==> src/rtl/vga_pkg.sv <==
// Shared VGA 640x480@60 timing constants and the registered pixel-output bundle.
// Also used by the pixel renderer.
package vga_pkg;

  localparam int VGA_H_ACTIVE = 640;
  localparam int VGA_H_FP     = 16;
  localparam int VGA_H_SYNC   = 96;
  localparam int VGA_H_BP     = 48;
  localparam int VGA_V_ACTIVE = 480;
  localparam int VGA_V_FP     = 10;
  localparam int VGA_V_SYNC   = 2;
  localparam int VGA_V_BP     = 33;

  localparam int VGA_H_TOTAL = VGA_H_ACTIVE + VGA_H_FP + VGA_H_SYNC + VGA_H_BP;
  localparam int VGA_V_TOTAL = VGA_V_ACTIVE + VGA_V_FP + VGA_V_SYNC + VGA_V_BP;

  localparam int CNT_W  = 10;
  localparam int FCNT_W = 6;

  typedef struct packed {
    logic             hsync;
    logic             vsync;
    logic             video_on;
    logic             frame_start;
    logic [CNT_W-1:0] pix_x;
    logic [CNT_W-1:0] pix_y;
  } vga_pix_t;

  localparam vga_pix_t VGA_PIX_RST = '{hsync: 1'b1, vsync: 1'b1, default: '0};

  function automatic logic in_win(input logic [CNT_W-1:0] v,
                                  input logic [CNT_W-1:0] lo,
                                  input logic [CNT_W-1:0] hi);
    return (v >= lo) && (v < hi);
  endfunction

endpackage

==> src/rtl/step_ticker.sv <==
// Game-step strobe: counts frame_start pulses and fires once every max(step_div,1) frames.
// Registered so step_tick lines up with the registered frame_start of the timing core.
module step_ticker
  import vga_pkg::*;
(
  input  logic              clk,
  input  logic              rst_n,
  input  logic              frame_start,
  input  logic [FCNT_W-1:0] step_div,
  input  logic              pause,
  output logic              step_tick
);

  logic [FCNT_W-1:0] fcnt_q, fcnt_d;
  logic [FCNT_W-1:0] div_eff;
  logic [FCNT_W:0]   fcnt_inc;
  logic              tick_d, tick_q;

  assign div_eff  = (step_div == '0) ? FCNT_W'(1) : step_div;
  assign fcnt_inc = {1'b0, fcnt_q} + (FCNT_W+1)'(1);

  // >= rather than == so lowering step_div below fcnt fires on the next frame
  always_comb begin
    fcnt_d = fcnt_q;
    tick_d = 1'b0;
    if (frame_start && !pause) begin
      if (fcnt_inc >= {1'b0, div_eff}) begin
        tick_d = 1'b1;
        fcnt_d = '0;
      end else begin
        fcnt_d = fcnt_inc[FCNT_W-1:0];
      end
    end
  end

  always_ff @(posedge clk or negedge rst_n) begin
    if (!rst_n) begin
      fcnt_q <= '0;
      tick_q <= 1'b0;
    end else begin
      fcnt_q <= fcnt_d;
      tick_q <= tick_d;
    end
  end

  assign step_tick = tick_q;

endmodule

==> src/rtl/vga_timing.sv <==
// VGA raster timing: h/v counters with registered sync/blank/position outputs.
// Optional game-step strobe built only when VGA_STEP_TICK_EN is defined.
module vga_timing
  import vga_pkg::*;
#(
  parameter int H_ACTIVE = VGA_H_ACTIVE,
  parameter int H_FP     = VGA_H_FP,
  parameter int H_SYNC   = VGA_H_SYNC,
  parameter int H_BP     = VGA_H_BP,
  parameter int V_ACTIVE = VGA_V_ACTIVE,
  parameter int V_FP     = VGA_V_FP,
  parameter int V_SYNC   = VGA_V_SYNC,
  parameter int V_BP     = VGA_V_BP
)(
  input  logic              clk,
  input  logic              rst_n,
  input  logic [FCNT_W-1:0] step_div,
  input  logic              pause,
  output logic              hsync,
  output logic              vsync,
  output logic              video_on,
  output logic [CNT_W-1:0]  pix_x,
  output logic [CNT_W-1:0]  pix_y,
  output logic              frame_start,
  output logic              step_tick
);

  localparam int H_TOTAL = H_ACTIVE + H_FP + H_SYNC + H_BP;
  localparam int V_TOTAL = V_ACTIVE + V_FP + V_SYNC + V_BP;

  localparam logic [CNT_W-1:0] H_LAST = CNT_W'(H_TOTAL - 1);
  localparam logic [CNT_W-1:0] V_LAST = CNT_W'(V_TOTAL - 1);
  localparam logic [CNT_W-1:0] H_ACT  = CNT_W'(H_ACTIVE);
  localparam logic [CNT_W-1:0] V_ACT  = CNT_W'(V_ACTIVE);
  localparam logic [CNT_W-1:0] HS_BEG = CNT_W'(H_ACTIVE + H_FP);
  localparam logic [CNT_W-1:0] HS_END = CNT_W'(H_ACTIVE + H_FP + H_SYNC);
  localparam logic [CNT_W-1:0] VS_BEG = CNT_W'(V_ACTIVE + V_FP);
  localparam logic [CNT_W-1:0] VS_END = CNT_W'(V_ACTIVE + V_FP + V_SYNC);

  // Counters point at the pixel to be presented on the next edge, so the
  // first edge after reset release presents (0,0).
  logic [CNT_W-1:0] h_cnt_q, h_cnt_d, v_cnt_q, v_cnt_d;
  logic             h_wrap;
  vga_pix_t         pix_q, pix_d;

  always_comb begin
    h_wrap  = (h_cnt_q == H_LAST);
    h_cnt_d = h_wrap ? '0 : h_cnt_q + CNT_W'(1);
    v_cnt_d = v_cnt_q;
    if (h_wrap) v_cnt_d = (v_cnt_q == V_LAST) ? '0 : v_cnt_q + CNT_W'(1);
  end

  always_comb begin
    pix_d             = VGA_PIX_RST;
    pix_d.hsync       = !in_win(h_cnt_q, HS_BEG, HS_END);
    pix_d.vsync       = !in_win(v_cnt_q, VS_BEG, VS_END);
    pix_d.video_on    = (h_cnt_q < H_ACT) && (v_cnt_q < V_ACT);
    pix_d.frame_start = (h_cnt_q == '0) && (v_cnt_q == '0);
    pix_d.pix_x       = h_cnt_q;
    pix_d.pix_y       = v_cnt_q;
  end

  always_ff @(posedge clk or negedge rst_n) begin
    if (!rst_n) begin
      h_cnt_q <= '0;
      v_cnt_q <= '0;
      pix_q   <= VGA_PIX_RST;
    end else begin
      h_cnt_q <= h_cnt_d;
      v_cnt_q <= v_cnt_d;
      pix_q   <= pix_d;
    end
  end

  assign hsync       = pix_q.hsync;
  assign vsync       = pix_q.vsync;
  assign video_on    = pix_q.video_on;
  assign frame_start = pix_q.frame_start;
  assign pix_x       = pix_q.pix_x;
  assign pix_y       = pix_q.pix_y;

`ifdef VGA_STEP_TICK_EN
  // Fed the pre-register strobe so its registered tick coincides with frame_start.
  step_ticker u_step (
    .clk         (clk),
    .rst_n       (rst_n),
    .frame_start (pix_d.frame_start),
    .step_div    (step_div),
    .pause       (pause),
    .step_tick   (step_tick)
  );
`else
  logic unused_step_in;
  assign unused_step_in = ^{step_div, pause};
  assign step_tick      = 1'b0;
`endif

endmodule

==> config.mk <==
export PLATFORM = sky130hd
export DESIGN_NAME = vga_timing
export DESIGN_NICKNAME = d
export VERILOG_FILES = /design/src/rtl/vga_pkg.sv /design/src/rtl/step_ticker.sv /design/src/rtl/vga_timing.sv
export SDC_FILE = /design/constraint.sdc
export NUM_CORES = 1
export LEC_CHECK = 0
export ABC_CLOCK_PERIOD_IN_PS = 2100
export CAP_MARGIN = 20
export CORE_ASPECT_RATIO = 0.8
export CORE_MARGIN = 2
export CORE_UTILIZATION = 45
export CTS_CLUSTER_DIAMETER = 50
export DETAILED_ROUTE_END_ITERATION = 10
export PLACE_DENSITY = 0.68
export SYNTH_ARGS = -nofsm -noshare
export SYNTH_HDL_FRONTEND = slang
export SYNTH_SLANG_ARGS = --single-unit
==> constraint.sdc <==
create_clock -name clk -period 2.1 [get_ports clk]
set_input_delay 0.42 -clock clk [delete_from_list [all_inputs] [get_ports clk]]
set_output_delay 0.42 -clock clk [all_outputs]
set_load 0.05 [all_outputs]
==> results of run 1 <==
[how the worst max path moves through the flow]
stage                        endpoint                  from  cells after the start  slack, ps
3_5_place_dp   v_cnt_q[5]$_DFFE_PN0N_  h_cnt_q[1]$_DFF_PN0_                      6        190
4_1_cts                         vsync       vsync$_DFF_PN1_                      1         70
2_1_floorplan  v_cnt_q[5]$_DFFE_PN0N_  h_cnt_q[0]$_DFF_PN0_                      5        180
3_3_place_gp   v_cnt_q[5]$_DFFE_PN0N_  h_cnt_q[1]$_DFF_PN0_                      6        210
5_1_grt                         vsync       vsync$_DFF_PN1_                      1         30
6_report                        vsync       vsync$_DFF_PN1_                      1         70
[cell usage after synthesis]
| cell type | count | area, um2 |
|---|---|---|
| nor3_1 | 6 | 30.03 |
| nor2_1 | 6 | 22.52 |
| nand2_1 | 10 | 37.54 |
| buf_4 | 1 | 7.510 |
| nand4_1 | 6 | 37.54 |
| mux2_2 | 1 | 11.26 |
| inv_1 | 5 | 18.77 |
| or4b_4 | 1 | 13.76 |
| ha_1 | 5 | 62.56 |
| or2_2 | 1 | 6.260 |
| a221oi_1 | 1 | 8.760 |
| buf_2 | 3 | 15.01 |
| a31oi_1 | 4 | 25.02 |
| and3_1 | 2 | 12.51 |
| nor3_4 | 1 | 16.27 |
| nand3_1 | 12 | 60.06 |
| or3_2 | 1 | 7.510 |
| nor4_1 | 4 | 25.02 |
| nor2b_1 | 2 | 12.51 |
| a21oi_1 | 3 | 15.01 |
| o21ai_0 | 4 | 20.02 |
| xor2_1 | 4 | 35.03 |
| dfstp_2 | 2 | 52.55 |
| a2bb2oi_1 | 1 | 8.760 |
| o2111ai_1 | 1 | 8.760 |
| conb_1 | 1 | 3.750 |
| o31ai_1 | 1 | 7.510 |
| and4_1 | 1 | 8.760 |
| xnor2_1 | 6 | 52.55 |
| dfrtp_1 | 42 | 1051 |
| nand2b_1 | 1 | 6.260 |
| nor4b_1 | 1 | 8.760 |
| and2_1 | 1 | 6.260 |
[kinds of logic (layout without fill, tap and decap cells)]
| family | count (synthesis) | after routing |
|---|---|---|
| AOI/OAI and AO/OA | 15 | 15 |
| xor gates and xnor gates | 10 | 10 |
| adders and majority gates | 5 | 5 |
| buffers and inverters | 9 | 45 |
| DFF | 44 | 44 |
| muxes | 1 | 1 |
| other | 1 | 1 |
| and+or+nand+nor | 56 | 56 |
[final cells by class]
class | count | share of cell area [%]
Sequential cell | 44 | 51.67
Tap cell | 44 | 2.578
Timing Repair Buffer | 32 | 13.94
Clock buffer | 8 | 4.218
Inverter | 5 | 0.8787
Multi-Input combinational cell | 88 | 26.71
[power by group]
part	internal (uW)	total (uW)	switching, uW
clock network	268	538	270
logic	1.87	21.2	19.3
registers	847	847	0
[state kept, by name, summed over array words and instances (netlist names)]
register	cells
hsync	1
frame_start	1
h_cnt_q	10
pix_x	10
pix_y	10
video_on	1
vsync	1
v_cnt_q	10
[per-layer routing]
layer	wire length, um	track usage, %	vias to the layer above	part of all wire, %
li1	-	-	564	-
met1	1562	24.55	587	46
met5	0	0	-	0
met3	215	6.633	6	6.4
met4	63	7.937	0	1.9
met2	1531	24.32	44	45
[worst reg2reg max path, delay by kind of cell, from the launching register on]
family,cells,cell delay (ps)
buffers and inverters,1,180
flip-flops,1,430
adder cells (fa/ha/maj),1,200
XOR/XNOR,1,160
AND/OR/NAND/NOR,3,870
[per-stage QoR]
step,util [%],cells
2_1_floorplan,-,141
3_3_place_gp,54.87,213
3_5_place_dp,54.87,213
4_1_cts,57.28,221
5_1_grt,57.28,221
6_report,57.28,221
==> impl_metrics.py, run 1 <==
metrics = {
    "outcome": {
        "status": "complete, no violations",
    },
    "logic_synthesis": {
        "syn_area_per_cell_um2": 12.17,
        "syn-num-nets": 155,
        "synthAdderAreaFrac_pct": 3.647,
        "ys_types": 33,
        "synth_top_family_by_area": "simple AND/OR/NAND/NOR gates",
        "muxShareOfSynthArea_pct": 0.6565,
        "yosysWarnings": 0,
        "synthCells": 141,
        "synth-simple-area-share_pct": 18.16,
        "synthXorXnorAreaFrac_pct": 5.106,
        "synth_compound_area_share_pct": 5.470,
        "ys_ff_latch": 44,
        "syn_area_mm2": 0.001715,
        "synth-seq-area-share_pct": 64.33,
    },
    "worst_setup_path": {
        "r2r_slack_ps": 140,
        "path_delay_family": "buffers and inverters",
        "critPathCaptureType": "output pin",
        "crit_slowest_cell": "clkdlybuf4s50_1",
        "cp.arrival_ps": 1610,
        "path_cells": "clkdlybuf4s50_1",
        "crit_type": "register to output pin",
        "worst_r2r_path_depth": 6,
        "cp_data_required_time_ps": 1680,
        "path_buf_inv": 1,
        "timing.rr.start": "h_cnt_q[1]$_DFF_PN0_",
        "crit_fanout": 1,
        "start_kind": "register",
        "r2r-end": "v_cnt_q[5]$_DFFE_PN0N_",
        "slowest_delay_ps": 790,
    },
    "sta": {
        "rsz0062_at_grt": "no",
        "hold_viol": 0,
        "tns_ps": 0,
        "report.final.slew_viol_count": 0,
        "skew_ps": 5.432,
        "tightestPinTransition_ps": 569.0,
        "slew_headroom_pct": 62.07,
        "layout_min_cycle_time_ps": 2028,
        "fmax_mhz": 493.0,
        "holdWs_ps": 114.5,
        "setup_ws_ps": 71.71,
        "period_share_pct": 96.59,
        "setup_violations": 0,
    },
    "power_and_ir_drop": {
        "total_leakage_power_uw": 0.0009594,
        "ir_drop_mv": 0.4069,
        "total_power_uw": 1406,
        "powerDensity_mw_per_mm2": 658.2,
    },
    "layout": {
        "final_nets": 190,
        "fill_cells": 303,
        "design_area_mm2": 0.002136,
        "multiInputGateArea_um2": 570.5,
        "drive_gt1_share_pct": 11.86,
        "mostFrequentLayoutCells": "dfrtp_1 (42), clkdlybuf4s50_1 (24), nand3_1 (12), nand2_1 (10), buf_4 (7)",
        "final_common_cell": "dfrtp_1",
        "seqCellArea_mm2": 0.001104,
        "syn2layout_area_growth_pct": 24.51,
        "diodes": 0,
    },
    "clocking": {
        "cts.sinks": 44,
        "cts-root-buf": "clkbuf_8",
        "ctsResizeCount": 0,
        "cts.clk_slew.worst_paths_ps": 80,
        "cts_buffers": 5,
        "clockBufferDepth": 2,
        "cts_tree": "done",
        "h-tree-depth": 2,
        "insertion_delay_ps": 300,
        "postCtsHoldBufs": 0,
        "postCtsSetupRepairBufs": 0,
    },
    "die": {
        "die_width_um": 73.03,
        "core-area_mm2": 0.003729,
        "dieArea_mm2": 0.004325,
        "start_util_pct": 46.01,
        "rows": 20,
        "die-height_um": 59.22,
        "io_pins": 34,
    },
    "drt": {
        "routedWlPerCell_um": 15.26,
        "via_per_inst": 5.434,
        "route.detailed.drc": 0,
        "drt_iter0_drc": 97,
        "ant_nets": 0,
        "dr.pass1.iters": 4,
        "wirelength_mm": 3.373,
        "vias": 1201,
    },
    "global_routing": {
        "overflow": 0,
        "grt_max_degree": 28,
        "grt_pass1_wl_mm": 5.526,
        "grt_util_all_layers_pct": 17.55,
        "grt_pass1_vias": 1106,
        "grt_antenna_before_repair": 0,
    },
    "placement": {
        "portBuffers": 25,
        "globalplace.congestion": 0.8561,
        "dp_hpwl_mm": 2.240,
        "post_dp_cell_area_mm2": 0.002046,
        "dp_slack_ps": 191.1,
    },
    "min_path": {
        "hp-class": "primary input to async pin",
    },
    "flow_run": {
        "maxCapViolCount": 0,
    },
}
Note: power is estimated with default switching activity, not from simulation.
==> inputs of run 2 (changes only) <==
--- a/config.mk
+++ b/config.mk
@@ -8,7 +8,7 @@
 export ABC_CLOCK_PERIOD_IN_PS = 2100
 export CAP_MARGIN = 20
 export CORE_ASPECT_RATIO = 0.8
-export CORE_MARGIN = 2
+export CORE_MARGIN = 4
 export CORE_UTILIZATION = 45
 export CTS_CLUSTER_DIAMETER = 50
 export DETAILED_ROUTE_END_ITERATION = 10
==> run 2 against run 1 <==
Largest power group unchanged. Cell area increased by 0.64%. Critical path depth did not move. Routed wire length is 3.8% lower. Total power decreased by 3.7%.
==> impl_metrics.py, run 2 (synthesis gave the netlist of run 1 again) <==
metrics = {
    "outcome": {
        "status": "complete, no violations",
    },
    "worst_setup_path": {
        "critPathCaptureType": "output pin",
        "start_kind": "register",
        "crit_type": "register to output pin",
        "crit_slowest_cell": "clkdlybuf4s50_1",
        "cp_data_required_time_ps": 1680,
        "worst_r2r_path_depth": 6,
        "path_delay_family": "buffers and inverters",
        "crit_fanout": 1,
        "slowest_delay_ps": 790,
        "cp.depth": 1,
        "path_buf_inv": 1,
        "path_cells": "clkdlybuf4s50_1",
        "cp.arrival_ps": 1600,
    },
    "power_and_ir_drop": {
        "ir_drop_mv": 0.4031,
        "p_comb_share_pct": 1.7,
        "swShare_pct": 20.52,
        "switchingPower_uw": 277.8,
        "power_frac_seq_pct": 62.6,
        "p_int_uw": 1076,
        "total_leakage_power_uw": 0.0009683,
        "clockPowerShare_pct": 35.7,
        "powerDensity_mw_per_mm2": 629.8,
    },
    "layout": {
        "multiInputGateArea_um2": 570.5,
        "final_common_cell": "dfrtp_1",
        "mostFrequentLayoutCells": "dfrtp_1 (42), clkdlybuf4s50_1 (24), nand3_1 (12), nand2_1 (10), buf_4 (9)",
        "final_nets": 193,
        "drive_gt1_share_pct": 13.41,
        "syn2layout_area_growth_pct": 25.31,
        "fill_cells": 281,
        "diodes": 0,
        "seqCellArea_mm2": 0.001104,
    },
    "global_routing": {
        "grt_pass1_vias": 1209,
        "grt_pass1_wl_mm": 5.740,
        "overflow": 0,
        "grt_antenna_before_repair": 0,
        "grt_util_all_layers_pct": 15.15,
        "grt_max_degree": 18,
    },
    "sta": {
        "fmax_mhz": 496.2,
        "tns_ps": 0,
        "rsz0062_at_grt": "no",
        "setup_violations": 0,
        "holdWs_ps": 440.1,
        "layout_min_cycle_time_ps": 2015,
        "skew_ps": 6.728,
        "period_share_pct": 95.98,
        "slew_headroom_pct": 65.78,
        "hold_viol": 0,
        "report.final.slew_viol_count": 0,
        "tightestPinTransition_ps": 511.6,
    },
    "clocking": {
        "cts_buffers": 5,
        "cts_tree": "done",
        "clockBufferDepth": 2,
        "cts-root-buf": "clkbuf_8",
        "h-tree-depth": 2,
        "insertion_delay_ps": 290,
        "cts.clk_slew.worst_paths_ps": 70,
        "cts.sinks": 44,
    },
    "die": {
        "rows": 19,
        "core-area_mm2": 0.003542,
        "start_util_pct": 48.43,
        "io_pins": 34,
        "die-height_um": 63.22,
        "die_width_um": 77.03,
        "dieArea_mm2": 0.004870,
    },
    "min_path": {
        "whs_path_depth": 0,
        "hp-class": "register to register",
    },
    "flow_run": {
        "maxCapViolCount": 0,
    },
    "placement": {
        "globalplace.congestion": 0.8171,
        "dp_hpwl_mm": 2.384,
        "portBuffers": 25,
    },
    "drt": {
        "via_per_inst": 5.398,
        "vias": 1193,
        "wirelength_mm": 3.246,
        "dr.pass1.iters": 4,
        "route.detailed.drc": 0,
        "ant_nets": 0,
        "routedWlPerCell_um": 14.69,
        "drt_iter0_drc": 90,
    },
}
## run 2: worst paths after layout
path                                            from                      to  slack (ps)
worst max-delay path                 hsync$_DFF_PN1_                   hsync          80
worst min-delay path            h_cnt_q[9]$_DFF_PN0_      pix_x[9]$_DFF_PN0_         440
worst max register to register  h_cnt_q[0]$_DFF_PN0_  v_cnt_q[5]$_DFFE_PN0N_         290
worst min register to register  h_cnt_q[9]$_DFF_PN0_      pix_x[9]$_DFF_PN0_         440
max in group asynchronous                      rst_n         vsync$_DFF_PN1_        1020
min in group asynchronous                      rst_n      pix_x[3]$_DFF_PN0_         530
## run 2: power by group through the flow
stage | Sequential, uW | Clock [uW] | Combinational [uW]
after floorplan | 864 | 0 | 5.33
after global placement | 863 | 0 | 23.0
after detailed placement | 863 | 0 | 23.7
after CTS | 847 | 506 | 25.0
after global routing | 847 | 546 | 28.4
final | 847 | 483 | 23.6
## run 2: layer usage
| layer | wire [um] | vias up | global-route usage, % |
|---|---|---|---|
| li1 | - | 567 | - |
| met2 | 1432 | 40 | 21.96 |
| met1 | 1539 | 580 | 20.80 |
| met3 | 228 | 6 | 3.846 |
| met5 | 0 | - | 0 |
| met4 | 44 | 0 | 8.444 |
## run 2: layout make-up
class / instances / area share [%]
inverter: 5 / 0.8731
sequential: 44 / 51.34
clock inverter: 2 / 0.5821
tap: 42 / 2.445
timing repair buffer: 35 / 15.02
clock buffer: 5 / 3.201
multi-input combinational: 88 / 26.54
## run 2: stage by stage
| step | instance area, um2 | worst slack (ps) | utilization [%] | total power (uW) | std cells |
|---|---|---|---|---|---|
| 3_3_place_gp | 2058 | 319.8 | 58.11 | 886.3 | 213 |
| 2_1_floorplan | 1715 | 180.9 | - | 868.9 | 141 |
| 4_1_cts | 2150 | 70.97 | 60.69 | 1377 | 221 |
| 5_1_grt | 2150 | 48.56 | 60.69 | 1421 | 221 |
| 3_5_place_dp | 2058 | 297.9 | 58.11 | 887.0 | 213 |
| 6_report | 2150 | 84.52 | 60.69 | 1354 | 221 |
## run 2: worst register-to-register path, stage by stage, from the launching register on
cell     delay (ps)
dfrtp_1         350
ha_1            160
or4b_4          490
nor4_1          250
buf_4           170
nand4_1         110
xnor2_1         150
## run 2: repair_timing
| item | CTS | global route |
|---|---|---|
| buffers inserted | 0 | 0 |
| hold buffers | 1 | 0 |
| endpoints found under the hold margin | 11 | 0 |
| gates resized for setup | 0 | 0 |
